**src/rtl/regfile_scoreboard_pkg.sv**
```systemverilog
// Shared widths, types and the counter-op helper for the
// decode-side register file and its pending-write scoreboard.
package regfile_scoreboard_pkg;

    localparam int NUM_REGS     = 16;
    localparam int REGIDX_WIDTH = 4;
    localparam int PEND_WIDTH   = 2;
    localparam int REG_WIDTH    = 16;

    typedef logic [REG_WIDTH-1:0]    reg_t;
    typedef logic [REGIDX_WIDTH-1:0] idx_t;
    typedef logic [PEND_WIDTH-1:0]   pend_t;

    localparam pend_t PEND_MAX = 2'd3;

    typedef enum logic [1:0] {
        CNT_HOLD,
        CNT_INC,
        CNT_DEC
    } cnt_op_e;

    function automatic cnt_op_e cnt_op(input logic inc, input logic dec);
        if (inc && !dec)
            return CNT_INC;
        if (dec && !inc)
            return CNT_DEC;
        return CNT_HOLD;
    endfunction

endpackage

```
**src/rtl/regfile_scoreboard_if.sv**
```systemverilog
// Writeback commit and decode issue/read bundle between the
// pipeline (master) and the register file scoreboard (slave).
interface regfile_scoreboard_if;
    import regfile_scoreboard_pkg::*;

    logic I_WriteBackEnable;
    idx_t I_WriteBackRegIdx;
    reg_t I_WriteBackData;

    logic I_IssueValid;
    logic I_Src1Valid;
    logic I_Src2Valid;
    idx_t I_Src1Idx;
    idx_t I_Src2Idx;
    logic I_DestValid;
    idx_t I_DestIdx;

    reg_t O_Src1Data;
    reg_t O_Src2Data;
    logic O_DepStall;
    logic O_IssueAccept;
    logic O_SbIdle;
    logic O_Underflow;

    modport master (
        output I_WriteBackEnable, I_WriteBackRegIdx, I_WriteBackData,
        output I_IssueValid, I_Src1Valid, I_Src2Valid,
        output I_Src1Idx, I_Src2Idx, I_DestValid, I_DestIdx,
        input  O_Src1Data, O_Src2Data, O_DepStall,
        input  O_IssueAccept, O_SbIdle, O_Underflow
    );

    modport slave (
        input  I_WriteBackEnable, I_WriteBackRegIdx, I_WriteBackData,
        input  I_IssueValid, I_Src1Valid, I_Src2Valid,
        input  I_Src1Idx, I_Src2Idx, I_DestValid, I_DestIdx,
        output O_Src1Data, O_Src2Data, O_DepStall,
        output O_IssueAccept, O_SbIdle, O_Underflow
    );

endinterface

```
**src/rtl/regfile_scoreboard_pend.sv**
```systemverilog
// Per-register in-flight write counter: saturating up/down,
// frozen while lock is low, cleared by async reset.
module sb_pend_counter
    import regfile_scoreboard_pkg::*;
(
    input  logic  clk,
    input  logic  rst_n,
    input  logic  lock,
    input  logic  inc,
    input  logic  dec,
    output pend_t count
);

    pend_t count_q;
    pend_t count_d;

    always_comb begin
        count_d = count_q;
        if (lock) begin
            unique case (cnt_op(inc, dec))
                CNT_INC: begin
                    if (count_q != PEND_MAX)
                        count_d = pend_t'(count_q + 2'd1);
                end
                CNT_DEC: begin
                    if (count_q != '0)
                        count_d = pend_t'(count_q - 2'd1);
                end
                default: count_d = count_q;
            endcase
        end
    end

    always_ff @(posedge clk or negedge rst_n) begin
        if (!rst_n)
            count_q <= '0;
        else
            count_q <= count_d;
    end

    assign count = count_q;

endmodule

```
**src/rtl/regfile_scoreboard.sv**
```systemverilog
// Register file with write-through read bypass and a pending-write
// scoreboard that raises the decode dependency stall.
module regfile_scoreboard
    import regfile_scoreboard_pkg::*;
(
    input  logic                 I_CLOCK,
    input  logic                 I_RESET_N,
    input  logic                 I_LOCK,
    regfile_scoreboard_if.slave  bus
);

    reg_t  regs_q [NUM_REGS];
    reg_t  regs_d [NUM_REGS];
    pend_t pend   [NUM_REGS];

    logic                wr_en;
    logic [NUM_REGS-1:0] wr_hit;
    logic [NUM_REGS-1:0] retire;
    logic [NUM_REGS-1:0] inc;
    logic [NUM_REGS-1:0] dec;
    logic                src1_hz;
    logic                src2_hz;
    logic                dest_sat;
    logic                stall;
    logic                accept;
    logic                idle;
    logic                underflow_q;
    logic                underflow_d;

    assign wr_en = I_LOCK & bus.I_WriteBackEnable;

    always_comb begin
        wr_hit = '0;
        retire = '0;
        inc    = '0;
        dec    = '0;
        idle   = 1'b1;
        for (int r = 0; r < NUM_REGS; r++) begin
            wr_hit[r] = wr_en && (bus.I_WriteBackRegIdx == idx_t'(r));
            retire[r] = wr_hit[r] && (pend[r] == 2'd1);
            dec[r]    = wr_hit[r] && (pend[r] != '0);
            inc[r]    = accept && bus.I_DestValid
                        && (bus.I_DestIdx == idx_t'(r));
            if (pend[r] != '0)
                idle = 1'b0;
        end
    end

    // A final commit to a source releases the stall in the same cycle.
    always_comb begin
        src1_hz  = bus.I_Src1Valid
                   && (pend[bus.I_Src1Idx] != '0)
                   && !retire[bus.I_Src1Idx];
        src2_hz  = bus.I_Src2Valid
                   && (pend[bus.I_Src2Idx] != '0)
                   && !retire[bus.I_Src2Idx];
        dest_sat = bus.I_DestValid
                   && (pend[bus.I_DestIdx] == PEND_MAX)
                   && !wr_hit[bus.I_DestIdx];
        stall    = bus.I_IssueValid && (src1_hz || src2_hz || dest_sat);
        accept   = I_LOCK && bus.I_IssueValid && !stall;
    end

    always_comb begin
        for (int r = 0; r < NUM_REGS; r++)
            regs_d[r] = regs_q[r];
        if (wr_en)
            regs_d[bus.I_WriteBackRegIdx] = bus.I_WriteBackData;
    end

    always_comb begin
        underflow_d = underflow_q;
        if (wr_en && (pend[bus.I_WriteBackRegIdx] == '0))
            underflow_d = 1'b1;
    end

    always_ff @(posedge I_CLOCK or negedge I_RESET_N) begin
        if (!I_RESET_N) begin
            for (int r = 0; r < NUM_REGS; r++)
                regs_q[r] <= '0;
            underflow_q <= 1'b0;
        end else begin
            for (int r = 0; r < NUM_REGS; r++)
                regs_q[r] <= regs_d[r];
            underflow_q <= underflow_d;
        end
    end

    for (genvar g = 0; g < NUM_REGS; g++) begin : g_pend
        sb_pend_counter u_cnt (
            .clk   (I_CLOCK),
            .rst_n (I_RESET_N),
            .lock  (I_LOCK),
            .inc   (inc[g]),
            .dec   (dec[g]),
            .count (pend[g])
        );
    end

    assign bus.O_Src1Data = wr_hit[bus.I_Src1Idx]
                            ? bus.I_WriteBackData
                            : regs_q[bus.I_Src1Idx];
    assign bus.O_Src2Data = wr_hit[bus.I_Src2Idx]
                            ? bus.I_WriteBackData
                            : regs_q[bus.I_Src2Idx];

    assign bus.O_DepStall    = stall;
    assign bus.O_IssueAccept = accept;
    assign bus.O_SbIdle      = idle;
    assign bus.O_Underflow   = underflow_q;

endmodule

```
**src/flat_wrapper.sv**
```systemverilog
// flat-port wrapper written by rule: the top's interface ports become plain ports
module regfile_scoreboard_flat import regfile_scoreboard_pkg::*;
  (I_CLOCK, I_RESET_N, I_LOCK, bus_I_WriteBackEnable, bus_I_WriteBackRegIdx, bus_I_WriteBackData, bus_I_IssueValid, bus_I_Src1Valid, bus_I_Src2Valid, bus_I_Src1Idx, bus_I_Src2Idx, bus_I_DestValid, bus_I_DestIdx, bus_O_Src1Data, bus_O_Src2Data, bus_O_DepStall, bus_O_IssueAccept, bus_O_SbIdle, bus_O_Underflow);
  regfile_scoreboard_if bus_i ();
  input  logic I_CLOCK;
  input  logic I_RESET_N;
  input  logic I_LOCK;
  input wire logic [$bits(bus_i.I_WriteBackEnable)-1:0] bus_I_WriteBackEnable;
  input wire logic [$bits(bus_i.I_WriteBackRegIdx)-1:0] bus_I_WriteBackRegIdx;
  input wire logic [$bits(bus_i.I_WriteBackData)-1:0] bus_I_WriteBackData;
  input wire logic [$bits(bus_i.I_IssueValid)-1:0] bus_I_IssueValid;
  input wire logic [$bits(bus_i.I_Src1Valid)-1:0] bus_I_Src1Valid;
  input wire logic [$bits(bus_i.I_Src2Valid)-1:0] bus_I_Src2Valid;
  input wire logic [$bits(bus_i.I_Src1Idx)-1:0] bus_I_Src1Idx;
  input wire logic [$bits(bus_i.I_Src2Idx)-1:0] bus_I_Src2Idx;
  input wire logic [$bits(bus_i.I_DestValid)-1:0] bus_I_DestValid;
  input wire logic [$bits(bus_i.I_DestIdx)-1:0] bus_I_DestIdx;
  output wire logic [$bits(bus_i.O_Src1Data)-1:0] bus_O_Src1Data;
  output wire logic [$bits(bus_i.O_Src2Data)-1:0] bus_O_Src2Data;
  output wire logic [$bits(bus_i.O_DepStall)-1:0] bus_O_DepStall;
  output wire logic [$bits(bus_i.O_IssueAccept)-1:0] bus_O_IssueAccept;
  output wire logic [$bits(bus_i.O_SbIdle)-1:0] bus_O_SbIdle;
  output wire logic [$bits(bus_i.O_Underflow)-1:0] bus_O_Underflow;
  assign bus_i.I_WriteBackEnable = bus_I_WriteBackEnable;
  assign bus_i.I_WriteBackRegIdx = bus_I_WriteBackRegIdx;
  assign bus_i.I_WriteBackData = bus_I_WriteBackData;
  assign bus_i.I_IssueValid = bus_I_IssueValid;
  assign bus_i.I_Src1Valid = bus_I_Src1Valid;
  assign bus_i.I_Src2Valid = bus_I_Src2Valid;
  assign bus_i.I_Src1Idx = bus_I_Src1Idx;
  assign bus_i.I_Src2Idx = bus_I_Src2Idx;
  assign bus_i.I_DestValid = bus_I_DestValid;
  assign bus_i.I_DestIdx = bus_I_DestIdx;
  assign bus_O_Src1Data = bus_i.O_Src1Data;
  assign bus_O_Src2Data = bus_i.O_Src2Data;
  assign bus_O_DepStall = bus_i.O_DepStall;
  assign bus_O_IssueAccept = bus_i.O_IssueAccept;
  assign bus_O_SbIdle = bus_i.O_SbIdle;
  assign bus_O_Underflow = bus_i.O_Underflow;
  regfile_scoreboard u_core (.I_CLOCK(I_CLOCK), .I_RESET_N(I_RESET_N), .I_LOCK(I_LOCK), .bus(bus_i));
endmodule
```
**config.mk**
```make
export PLATFORM = sky130hd
export DESIGN_NAME = regfile_scoreboard_flat
export DESIGN_NICKNAME = d
export VERILOG_FILES = /design/src/rtl/regfile_scoreboard_pkg.sv /design/src/rtl/regfile_scoreboard_if.sv /design/src/rtl/regfile_scoreboard_pend.sv /design/src/rtl/regfile_scoreboard.sv /design/src/flat_wrapper.sv
export SDC_FILE = /design/constraint.sdc
export NUM_CORES = 1
export LEC_CHECK = 0
export ABC_AREA = 1
export BUFFER_PORTS_ARGS = -buffer_cell sky130_fd_sc_hd__buf_2
export CORE_MARGIN = 3
export CORE_UTILIZATION = 44
export CTS_CLUSTER_DIAMETER = 150
export DETAILED_ROUTE_END_ITERATION = 8
export MAX_ROUTING_LAYER = met4
export SETUP_SLACK_MARGIN = 0.4
export SYNTH_ARGS = -nofsm -noshare
export SYNTH_HDL_FRONTEND = slang
export SYNTH_HIERARCHICAL = 1
export SYNTH_SLANG_ARGS = --single-unit
```
**constraint.sdc**
```tcl
create_clock -name I_CLOCK -period 3.25 [get_ports I_CLOCK]
set_input_delay 0.1625 -clock I_CLOCK [delete_from_list [all_inputs] [get_ports I_CLOCK]]
set_output_delay 0.1625 -clock I_CLOCK [all_outputs]
set_load 0.01 [all_outputs]
```
Word-level counts from Yosys, hierarchy flattened
Index checks and enable logic that the tools add are counted.

operators by class
  muxes and demuxes = 257
  equality and inequality tests = 127
  reductions and logical operators = 199
  bitwise gates (word level) = 5
  $lt $le $gt $ge = 8
  add/sub/neg operators = 32

operators with widths
  cell                   count
  $bwmux W256            1
  $mux W2                120
  $bmux W16 S4           2
  $mux W16               7
  $logic_and A1 B1 Y1    108
  $mux W1                101
  $reduce_bool A2 Y1     34
  $demux W16 S4          1
  $eq A2 B1 Y1 const B   32
  $eq A4 B4 Y1 const B   16
  $ne A2 B2 Y1 const B   32
  $pmux W2 S2            16
  $reduce_and A4 Y1      16
  $logic_not A1 Y1       36
  $eq A2 B2 Y1 const B   17
  $add A2 B1 Y2 const B  16
  $bmux W2 S4            4
  $eq A4 B3 Y1 const B   8
  $ne A2 B1 Y1 const B   16
  $sub A2 B1 Y2 const B  16
  $bmux W1 S4            5
  $ge A5 B5 Y1 const B   4
  $not A4 Y5             4
  $eq A4 B2 Y1 const B   4
  7 further kinds        12

storage, ports and cells
  register bits after elaboration = 289
  output and inout bits = 36
  logic and storage cells = 661
  input bits = 40

Depth between registers and ports, before layout
Gate-level depths: netlist (run 1).

  depth after elaboration = 25
  mapped depth = 22

Cells and area by module
The synthesis (run 1) kept the hierarchy.

modules (own cells, without submodules)
  module              times used  area each (um^2)  cells an instance
  regfile_scoreboard  1           16255.6           2372
  sb_pend_counter     16          173.9             33

Least setup slack after synthesis (run 1)
OpenSTA, ideal clock, no wires.

  path kind = register to register
  start point = register u_core.g_pend[7].u_cnt.count_q[0]
  end point = register u_core.g_pend[8].u_cnt.count_q[1]
  stages on the path, launching flop included = 19
  setup slack = 1093 ps
  period minus slack after synthesis = 2157 ps
  setup time = 116 ps
  path buffers = 0
  data arrival time = 2040 ps
  cells stage by stage = dfrtp_1 -> nor2_1 -> o21ai_0 -> o21ai_0 -> nand2_1 -> a21oi_1 -> nor2_1 -> nand2_1 -> nor2_1 -> nor2_4 -> nand4_2 -> nor2_1 -> inv_1 -> nand2_1 -> nor2_1 -> nor2_1 -> nor2_1 -> nand2_1 -> nand2_1

between the ends
  cells in the longest elaborated chain, start to end = 24
  elaborated cells on any way between the ends = 52
  those cells by class = eq/ne (6); mux (23); reduce/logical (23)

ends and longest elaborated chain
  what                                                                      RTL line                                            RTL
  start, declared                                                           regfile_scoreboard_pend.sv:14                       pend_t count_q;
  start signal, assigned                                                    regfile_scoreboard_pend.sv:38                       count_q <= count_d;
  $bmux W2 S4, or another cell as far along                                 regfile_scoreboard.sv:52                            && (pend[bus.I_Src1Idx] != '0)
  $mux W2 (implied by the code), or another cell as far along (2 in a row)  regfile_scoreboard.sv:52
  $reduce_bool A2 Y1, or another cell as far along                          regfile_scoreboard.sv:52
  $logic_and A1 B1 Y1, or another cell as far along                         regfile_scoreboard.sv:52
  $logic_and A1 B1 Y1 (on tied branches)                                    regfile_scoreboard.sv:53, regfile_scoreboard.sv:56
  $logic_or A1 B1 Y1                                                        regfile_scoreboard.sv:60                            stall = bus.I_IssueValid && (src1_hz || src2_hz || dest_sat);
  $logic_or A1 B1 Y1 *                                                      regfile_scoreboard.sv:60
  $logic_and A1 B1 Y1 *                                                     regfile_scoreboard.sv:60
  [4 not listed]                                                            -
  named net u_core.inc[8]                                                   regfile_scoreboard.sv:19                            logic [NUM_REGS-1:0] inc;
  [2 not listed]                                                            -
  $mux W1 (2 in a row)                                                      regfile_scoreboard_pkg.sv:25                        if (dec && !inc)
  $mux W1                                                                   regfile_scoreboard_pend.sv:19                       if (lock) begin
  $mux W2                                                                   regfile_scoreboard_pkg.sv:27                        return CNT_HOLD;
  $mux W2 *                                                                 regfile_scoreboard_pkg.sv:25
  $mux W2 *                                                                 regfile_scoreboard_pend.sv:19
  $eq A2 B2 Y1 / $eq A2 B1 Y1 (equally long branches)                       regfile_scoreboard_pend.sv:20                       unique case (cnt_op(inc, dec))
  $ne A2 B1 Y1 (no source line), or another cell as far along               -
  $reduce_and A4 Y1 (no source line)                                        -
  end signal, assigned                                                      regfile_scoreboard_pend.sv:38
  end, declared                                                             regfile_scoreboard_pend.sv:14

Mark *: on every way through the listed nets, which the timed path passes. The rest lies on a longest branch. The select of a mux whose other input is x is not followed.
A chain may end at the register's enable or synchronous reset.

Worst setup path after layout (run 1)
  start point = register u_core.g_pend[11].u_cnt.count_q[1]
  end point = register u_core.g_pend[14].u_cnt.count_q[1]

between the ends
  cells in the longest elaborated chain, start to end = 24
  elaborated cells on any way between the ends = 52
  those cells by class = eq/ne (6); mux (23); reduce/logical (23)

ends and longest elaborated chain
  what                                                                      RTL line
  start, declared                                                           regfile_scoreboard_pend.sv:14
  start signal, assigned                                                    regfile_scoreboard_pend.sv:38
  $bmux W2 S4, or another cell as far along                                 regfile_scoreboard.sv:52
  $mux W2 (implied by the code), or another cell as far along (2 in a row)  regfile_scoreboard.sv:52
  $reduce_bool A2 Y1, or another cell as far along                          regfile_scoreboard.sv:52
  $logic_and A1 B1 Y1, or another cell as far along                         regfile_scoreboard.sv:52
  $logic_and A1 B1 Y1 (on tied branches)                                    regfile_scoreboard.sv:53, regfile_scoreboard.sv:56
  $logic_or A1 B1 Y1                                                        regfile_scoreboard.sv:60
  $logic_or A1 B1 Y1 *                                                      regfile_scoreboard.sv:60
  $logic_and A1 B1 Y1 *                                                     regfile_scoreboard.sv:60
  [4 not listed]                                                            -
  named net u_core.inc[14]                                                  regfile_scoreboard.sv:19
  [2 not listed]                                                            -
  $mux W1 (2 in a row)                                                      regfile_scoreboard_pkg.sv:25
  $mux W1                                                                   regfile_scoreboard_pend.sv:19
  $mux W2                                                                   regfile_scoreboard_pkg.sv:27
  $mux W2 *                                                                 regfile_scoreboard_pkg.sv:25
  $mux W2 *                                                                 regfile_scoreboard_pend.sv:19
  $eq A2 B2 Y1 / $eq A2 B1 Y1 (equally long branches)                       regfile_scoreboard_pend.sv:20
  $ne A2 B1 Y1 (no source line), or another cell as far along               -
  $reduce_and A4 Y1 (no source line)                                        -
  end signal, assigned                                                      regfile_scoreboard_pend.sv:38
  end, declared                                                             regfile_scoreboard_pend.sv:14

Marked as above.

==> results of run 1 <==
==> power breakdown <==
group | leakage, nW | internal [mW] | switching, mW
Combinational | 5.72 | 0.870 | 1.63
Clock | 0.566 | 2.26 | 1.68
Sequential | 3.65 | 4.25 | 0.416
==> sequential cells by signal, indices dropped and copies added (netlist names) <==
signal                     count
u_core/regs_q                256
u_core/bus.O_Underflow         1
u_core/g_pend.u_cnt/count     32
==> logic make-up after synthesis <==
family                 after synthesis
flip-flops                         289
buffers and inverters              494
AO/OA/AOI/OAI                      902
AND/OR/NAND/NOR                   1215
==> synthesized netlist by cell type <==
master / count / area [um2]
a21oi_1: 213 / 1070
a21oi_2: 5 / 43.8
buf_1: 23 / 86.3
buf_2: 31 / 155
buf_4: 5 / 37.5
buf_6: 3 / 33.8
clkbuf_1: 133 / 499
clkinv_1: 3 / 11.3
dfrtp_1: 289 / 7230
inv_1: 269 / 1010
inv_2: 27 / 101
nand2_1: 662 / 2480
nand2_2: 26 / 163
nand2_4: 1 / 11.3
nand3_1: 202 / 1010
nand4_1: 22 / 138
nand4_2: 4 / 50.1
nor2_1: 279 / 1050
nor2_2: 9 / 56.3
nor2_4: 7 / 78.8
nor2_8: 1 / 20.0
nor3_1: 1 / 5.00
nor4_1: 1 / 6.26
o211ai_1: 98 / 736
o211ai_2: 1 / 12.5
o21ai_0: 532 / 2660
o21ai_1: 42 / 210
o21bai_1: 1 / 7.51
o22ai_1: 10 / 62.6
==> path summary, 6_finish.rpt <==
path                                                  start                               end  slack [ns]  cells after the start
min                                               I_RESET_N                  u_core/regs_q[9]        0.13                      2
max                        u_core/g_pend[11].u_cnt/count[1]  u_core/g_pend[14].u_cnt/count[1]        0.47                     19
max in group asynchronous                         I_RESET_N  u_core/g_pend[10].u_cnt/count[1]        1.98                      3
min in group I_CLOCK               bus_I_WriteBackRegIdx[2]            u_core/bus.O_Underflow        0.18                      5
max reg2reg                u_core/g_pend[11].u_cnt/count[1]  u_core/g_pend[14].u_cnt/count[1]        0.47                     19
min reg2reg                               u_core/regs_q[78]                 u_core/regs_q[78]        0.48                      2
==> per-layer routing <==
| metal | vias up | routed length (um) |
|---|---|---|
| li1 | 9631 | - |
| met1 | 9530 | 29500 |
| met2 | 893 | 31600 |
| met3 | 215 | 5320 |
| met4 | 0 | 3480 |
| met5 | - | 0 |
==> metrics by stage <==
step	setup WS [ns]	util (%)
5_1_grt	0.304	51.3
4_1_cts	0.377	50.4
6_report	0.472	51.3
3_5_place_dp	0.216	47.2
2_1_floorplan	1.09	-
3_3_place_gp	0.333	47.2
==> area by class of cell <==
type	instances	area share, %
inverters	299	5.19
well taps	577	3.33
multi-input cells	2117	46.5
repair buffers	183	6.33
flip-flops and latches	289	33.4
clock buffers	52	4.85
clock inverters	11	0.392
==> repair_timing <==
item,in CTS,in global routing
hold buffers,17,0
hold endpoints to repair,108,0
buffers inserted,0,18
resized for setup,5,86
gates cloned,0,0
setup endpoints to repair,16,52
pin swaps,0,8
==> flow_summary.json, run 1 <==
{
  "layout-drive-gt1-share_pct": 12.3,
  "post-route-period-util_pct": 85.5,
  "yosys.area_share.adder_pct": 0,
  "cp-end-kind": "register",
  "clkSinkCount": 289,
  "grt_use_total_pct": 30.8,
  "cts_max_path_buffers": 3,
  "grt_use_met1_pct": 40.6,
  "grt_setup_unrepaired": "yes",
  "leakage_nw": 9.94,
  "antennaDiodeCount": 0,
  "place.gp.congestion": 1.02,
  "hold_class": "primary input to asynchronous set/reset pin",
  "syn_inst": 2900,
  "max_stage_delay_ns": 0.49,
  "cp-start-kind": "register",
  "instances_no_fill": 3528,
  "fin_area_um2": 21700,
  "grt_pass1_vias": 18800,
  "path_buf_inv": 2,
  "setup_tns_ns": 0,
  "synth_area_per_cell_um2": 6.56,
  "die_w_um": 214,
  "wl_per_cell_um": 19.8,
  "clkLatencyLatePin_ns": 0.56,
  "placed_cells": 3430,
  "path_delay_family": "simple AND/OR/NAND/NOR gates",
  "fp.dieArea_um2": 45800,
  "post-route-drc-count": 0,
  "synth_xor_area_share_pct": 0,
  "synth_top_family_by_area": "simple AND/OR/NAND/NOR gates",
  "whs_ns": 0.134,
  "status": "finished, final reports clean",
  "setup_viol_count_final": 0,
  "slew_headroom_pct": 56.7,
  "grt_use_met3_pct": 4.73,
  "skew_ns": 0.0323,
  "tritoncts": "yes",
  "fmax_mhz": 360,
  "coreArea_um2": 42300,
  "busiest_layer": "met2",
  "crit_chain": "o21ai_0 -> nand3_1 -> nand3_1 -> nand3_1 -> nand2_1 -> nor2_1 -> nand2_1 -> nor2_2 -> nor2_4 -> nand4_4 -> nor2_4 -> buf_6 -> inv_1 -> nand2_2 -> nor2_1 -> nor2_1 -> nor2_1 -> nand2_1 -> nand2_1",
  "cp_slowest_cell": "dfrtp_2",
  "crit_fanout": 8,
  "dr.pass1.iters": 6,
  "tightest_slew_ns": 0.649,
  "grt_max_degree": 134,
  "rows": 75,
  "syn_area_um2": 19000,
  "most-common-layout-cells": "nand2_1, o21ai_0, dfrtp_1",
  "gr-total-overflow": 0,
  "fillCellCount": 4313,
  "cts_buffers": 37,
  "routed-via-count": 20300,
  "worstPathArrival_ns": 3.21,
  "wl_mm": 69.9,
  "cts-root-buf": "clkbuf_16",
  "regArea_um2": 7260,
  "muxShareOfSynthArea_pct": 0,
  "area_growth_pct": 14.0,
  "ys_types": 29,
  "start_util_pct": 45.0,
  "yosys_register_bits": 289,
  "ios": 76,
  "yosys_warnings": 6,
  "multi_input_area_um2": 10100,
  "h-tree-depth": 2,
  "maxSlewViolCount": 0,
  "drv_cap": 0,
  "antenna_found_initial": 0,
  "clk_pin_slew_ns": 0.07,
  "hold_viol_final": 0,
  "placedInstanceArea_um2": 20000,
  "final_common_cell": "nand2_1",
  "syn_nets": 2940,
  "drt_iter0_markers": 2356,
  "synth_compound_area_share_pct": 25.2,
  "fin_crit_ns": 2.78,
  "use_met2_pct": 47.7,
  "yosysSeqAreaShare_pct": 38.0,
  "die_y_um": 214,
  "io_buffer_count": 75,
  "grt_pass1_wl_mm": 109,
  "p_total_mw": 11.1,
  "dpl.hpwl_mm": 45.3,
  "power_density_nw_per_um2": 512,
  "crit_type": "register to register",
  "synth-simple-area-share_pct": 26.6,
  "required_ns": 3.68,
  "nNetsFinal": 2967,
  "drt-vias-per-instance": 5.75,
  "vdd_drop_max_uv": 381,
  "ant_nets": 0
}
Note: power is estimated with default switching activity, not from simulation.
==> run 2, diff against run 1 <==
--- a/config.mk
+++ b/config.mk
@@ -5,7 +5,6 @@
 export SDC_FILE = /design/constraint.sdc
 export NUM_CORES = 1
 export LEC_CHECK = 0
-export ABC_AREA = 1
 export BUFFER_PORTS_ARGS = -buffer_cell sky130_fd_sc_hd__buf_2
 export CORE_MARGIN = 3
 export CORE_UTILIZATION = 44
==> run 2 against run 1 <==
Compared with the run above:
- core utilization up 1.6 points
- routed wire length down 26%
- flip-flop and latch count unchanged
- via count down 38%
- die area down 8.9%
- first-iteration DRC count down 44%
- final cell count down 44%
- count of clock-buffer cells in the layout down 3
- combinational power up 2%
- non-clock buffer count up 1
- global-route usage down 5.4 points
- register-to-register slack worse by 0.10 ns
==> flow_summary.json, run 2 <==
{
  "grt_pass1_vias": 12500,
  "fin_area_um2": 20200,
  "ys_async_sr_fraction_pct": 100,
  "p_comb_share_pct": 22.4,
  "placedInstanceArea_um2": 18600,
  "coreArea_um2": 38200,
  "synthFlopType": "dfrtp_1",
  "nNetsFinal": 1463,
  "post-route-drc-count": 0,
  "yosysMostFrequentCell": "dfrtp_1",
  "netlist.area_leader.share_pct": 41.8,
  "post-route-period-util_pct": 90.6,
  "post-place-ws_ns": 0.222,
  "drt-vias-per-instance": 6.40,
  "setup_viol_count_final": 0,
  "syn_inst": 1299,
  "regMostFlops": "u_core/regs_q",
  "layout-drive-gt1-share_pct": 51.7,
  "yosys_register_bits": 289,
  "grt_setup_unrepaired": "yes",
  "clk_pin_slew_ns": 0.07,
  "swShare_pct": 27.4,
  "fp.dieArea_um2": 41700,
  "fin_crit_ns": 2.94,
  "crit_type": "register to primary output",
  "start_util_pct": 45.3,
  "wl_met2_mm": 24.2,
  "place.gp.congestion": 0.984,
  "reg2regPathDepth": 12,
  "crit_fanout": 5,
  "rows": 71,
  "vdd_drop_max_uv": 377,
  "worstPathArrival_ns": 2.78,
  "clkLatencyLatePin_ns": 0.55,
  "power_density_nw_per_um2": 563,
  "required_ns": 3.09,
  "grt_max_degree": 87,
  "ant_nets": 0,
  "skew_ns": 0.0254,
  "antenna_found_initial": 1,
  "wl_mm": 51.4,
  "setup_ws_ns": 0.305,
  "die_y_um": 204,
  "power_frac_seq_pct": 41.5,
  "syn_nets": 1339,
  "cp-start-kind": "register",
  "yosys_warnings": 6,
  "p_sw_mw": 3.11,
  "yosys.area.top_type": "dfrtp_1",
  "drt_iter0_markers": 1310,
  "synthTopCellsByCount": "dfrtp_1, mux2_2, mux4_2",
  "p_int_mw": 8.26,
  "setup_tns_ns": 0,
  "h-tree-depth": 2,
  "cts-root-buf": "clkbuf_16",
  "status": "finished, final reports clean",
  "fin_util_pct": 52.9,
  "drv_cap": 0,
  "most-common-layout-cells": "mux2_2, dfrtp_1, mux4_2",
  "slew_headroom_pct": 38.3,
  "pwr-share-clk_pct": 36.1,
  "tritoncts": "yes",
  "routed-via-count": 12500,
  "top_layer_used": "met4",
  "grt_pass1_wl_mm": 78.3,
  "synth_area_per_cell_um2": 13.3,
  "tightest_slew_ns": 0.925,
  "final_common_cell": "mux2_2",
  "wl_met3_mm": 3.68,
  "io_buffer_count": 75,
  "yosysSeqAreaShare_pct": 41.8,
  "hold_viol_final": 0,
  "dr.pass1.iters": 6,
  "ys_types": 57,
  "area_growth_pct": 16.8,
  "dpl.hpwl_mm": 31.3,
  "hold_depth": 3,
  "wl_per_cell_um": 26.2,
  "cts_max_path_buffers": 3,
  "leakage_nw": 8.25,
  "maxSlewViolCount": 0,
  "grt_use_total_pct": 25.4,
  "synth_edf_count": 0,
  "cp-end-kind": "primary output",
  "wl_met1_mm": 21.8,
  "clkSinkCount": 289,
  "gr-total-overflow": 0,
  "hold_class": "primary input to register",
  "fmax_mhz": 340,
  "synthTopCellsByArea": "dfrtp_1, mux4_2, mux2_2",
  "syn_area_um2": 17300,
  "ios": 76,
  "largest_register_ffs": 256,
  "cts_buffers": 35,
  "die_w_um": 204
}
run 2: cell count changes after synthesis, sizes merged, moves of 168 or more:
cell | previous run | this run
o21ai | 574 | 39
a21oi | 218 | 42
mux4 | 0 | 168
inv | 296 | 25
nor2 | 296 | 59
mux2 | 0 | 289
nand3 | 202 | 14
nand2 | 689 | 57
run 2: worst paths after layout:
kind,startpoint,end,slack [ns]
worst max-delay path,u_core/g_pend[5].u_cnt/count[0],bus_O_DepStall,0.31
max in group asynchronous,I_RESET_N,u_core/regs_q[207],2.11
worst max register to register,u_core/g_pend[5].u_cnt/count[0],u_core/g_pend[1].u_cnt/count[0],0.37
min in group asynchronous,I_RESET_N,u_core/g_pend[3].u_cnt/count[0],0.23
worst min register to register,u_core/bus.O_Underflow,u_core/bus.O_Underflow,0.48
worst min-delay path,I_LOCK,u_core/g_pend[3].u_cnt/count[1],0.1
run 2: logic make-up after synthesis:
| logic type | Yosys count | synth area share [%] |
|---|---|---|
| AND/OR/NAND/NOR | 250 | 7.60 |
| multiplexers | 457 | 40.7 |
| flip-flops | 289 | 41.8 |
| XOR/XNOR | 10 | 0.506 |
| AO/OA/AOI/OAI | 171 | 6.46 |
| buffers and inverters | 122 | 2.92 |
run 2: metrics by stage:
step	hold slack (ns)	power (mW)	instances
after global routing	0.129	11.9	1960
final	0.0952	11.4	1961
after global placement	0.243	7.18	1874
after CTS	0.0739	11.4	1943
after detailed placement	0.243	7.27	1874
after floorplan	-0.133	6.46	1299
run 2: power groups by stage:
stage / logic [mW] / clock network, mW / registers, mW
after global routing: 2.72 / 4.34 / 4.81
after global placement: 2.46 / 0 / 4.72
after detailed placement: 2.50 / 0 / 4.77
final: 2.55 / 4.10 / 4.72
after floorplan: 1.85 / 0 / 4.61
after CTS: 2.53 / 4.20 / 4.71
run 2: per-layer routing:
metal | vias up | track usage (%)
met5 | - | -
met4 | 0 | 7.99
met3 | 129 | 4.24
met2 | 528 | 39.4
met1 | 6539 | 34.7
li1 | 5347 | -
run 2: layout make-up:
class | instances | area (um2)
Timing Repair Buffer | 184 | 1300
Inverter | 25 | 93.8
Multi-Input combinational cell | 888 | 9690
Clock buffer | 49 | 1030
Antenna cell | 2 | 5.00
Tap cell | 511 | 639
Clock inverter | 13 | 184
Sequential cell | 289 | 7250
Fill cell | 3255 | 18000
run 2: critical path, stage by stage (launching register included):
cell       delay [ns]
dfrtp_2          0.45
nor2_4           0.06
mux4_2           0.52
a32o_2           0.28
a2111oi_4        0.38
o311ai_4         0.17
nand3_4          0.14
and2_4           0.15
buf_6            0.09
run 2: repair_timing:
action,in CTS,in global routing
setup endpoints to repair,34,36
hold endpoints to repair,84,0
hold buffers,3,0
pin swaps,2,18
setup buffers,4,16
resized for setup,15,39
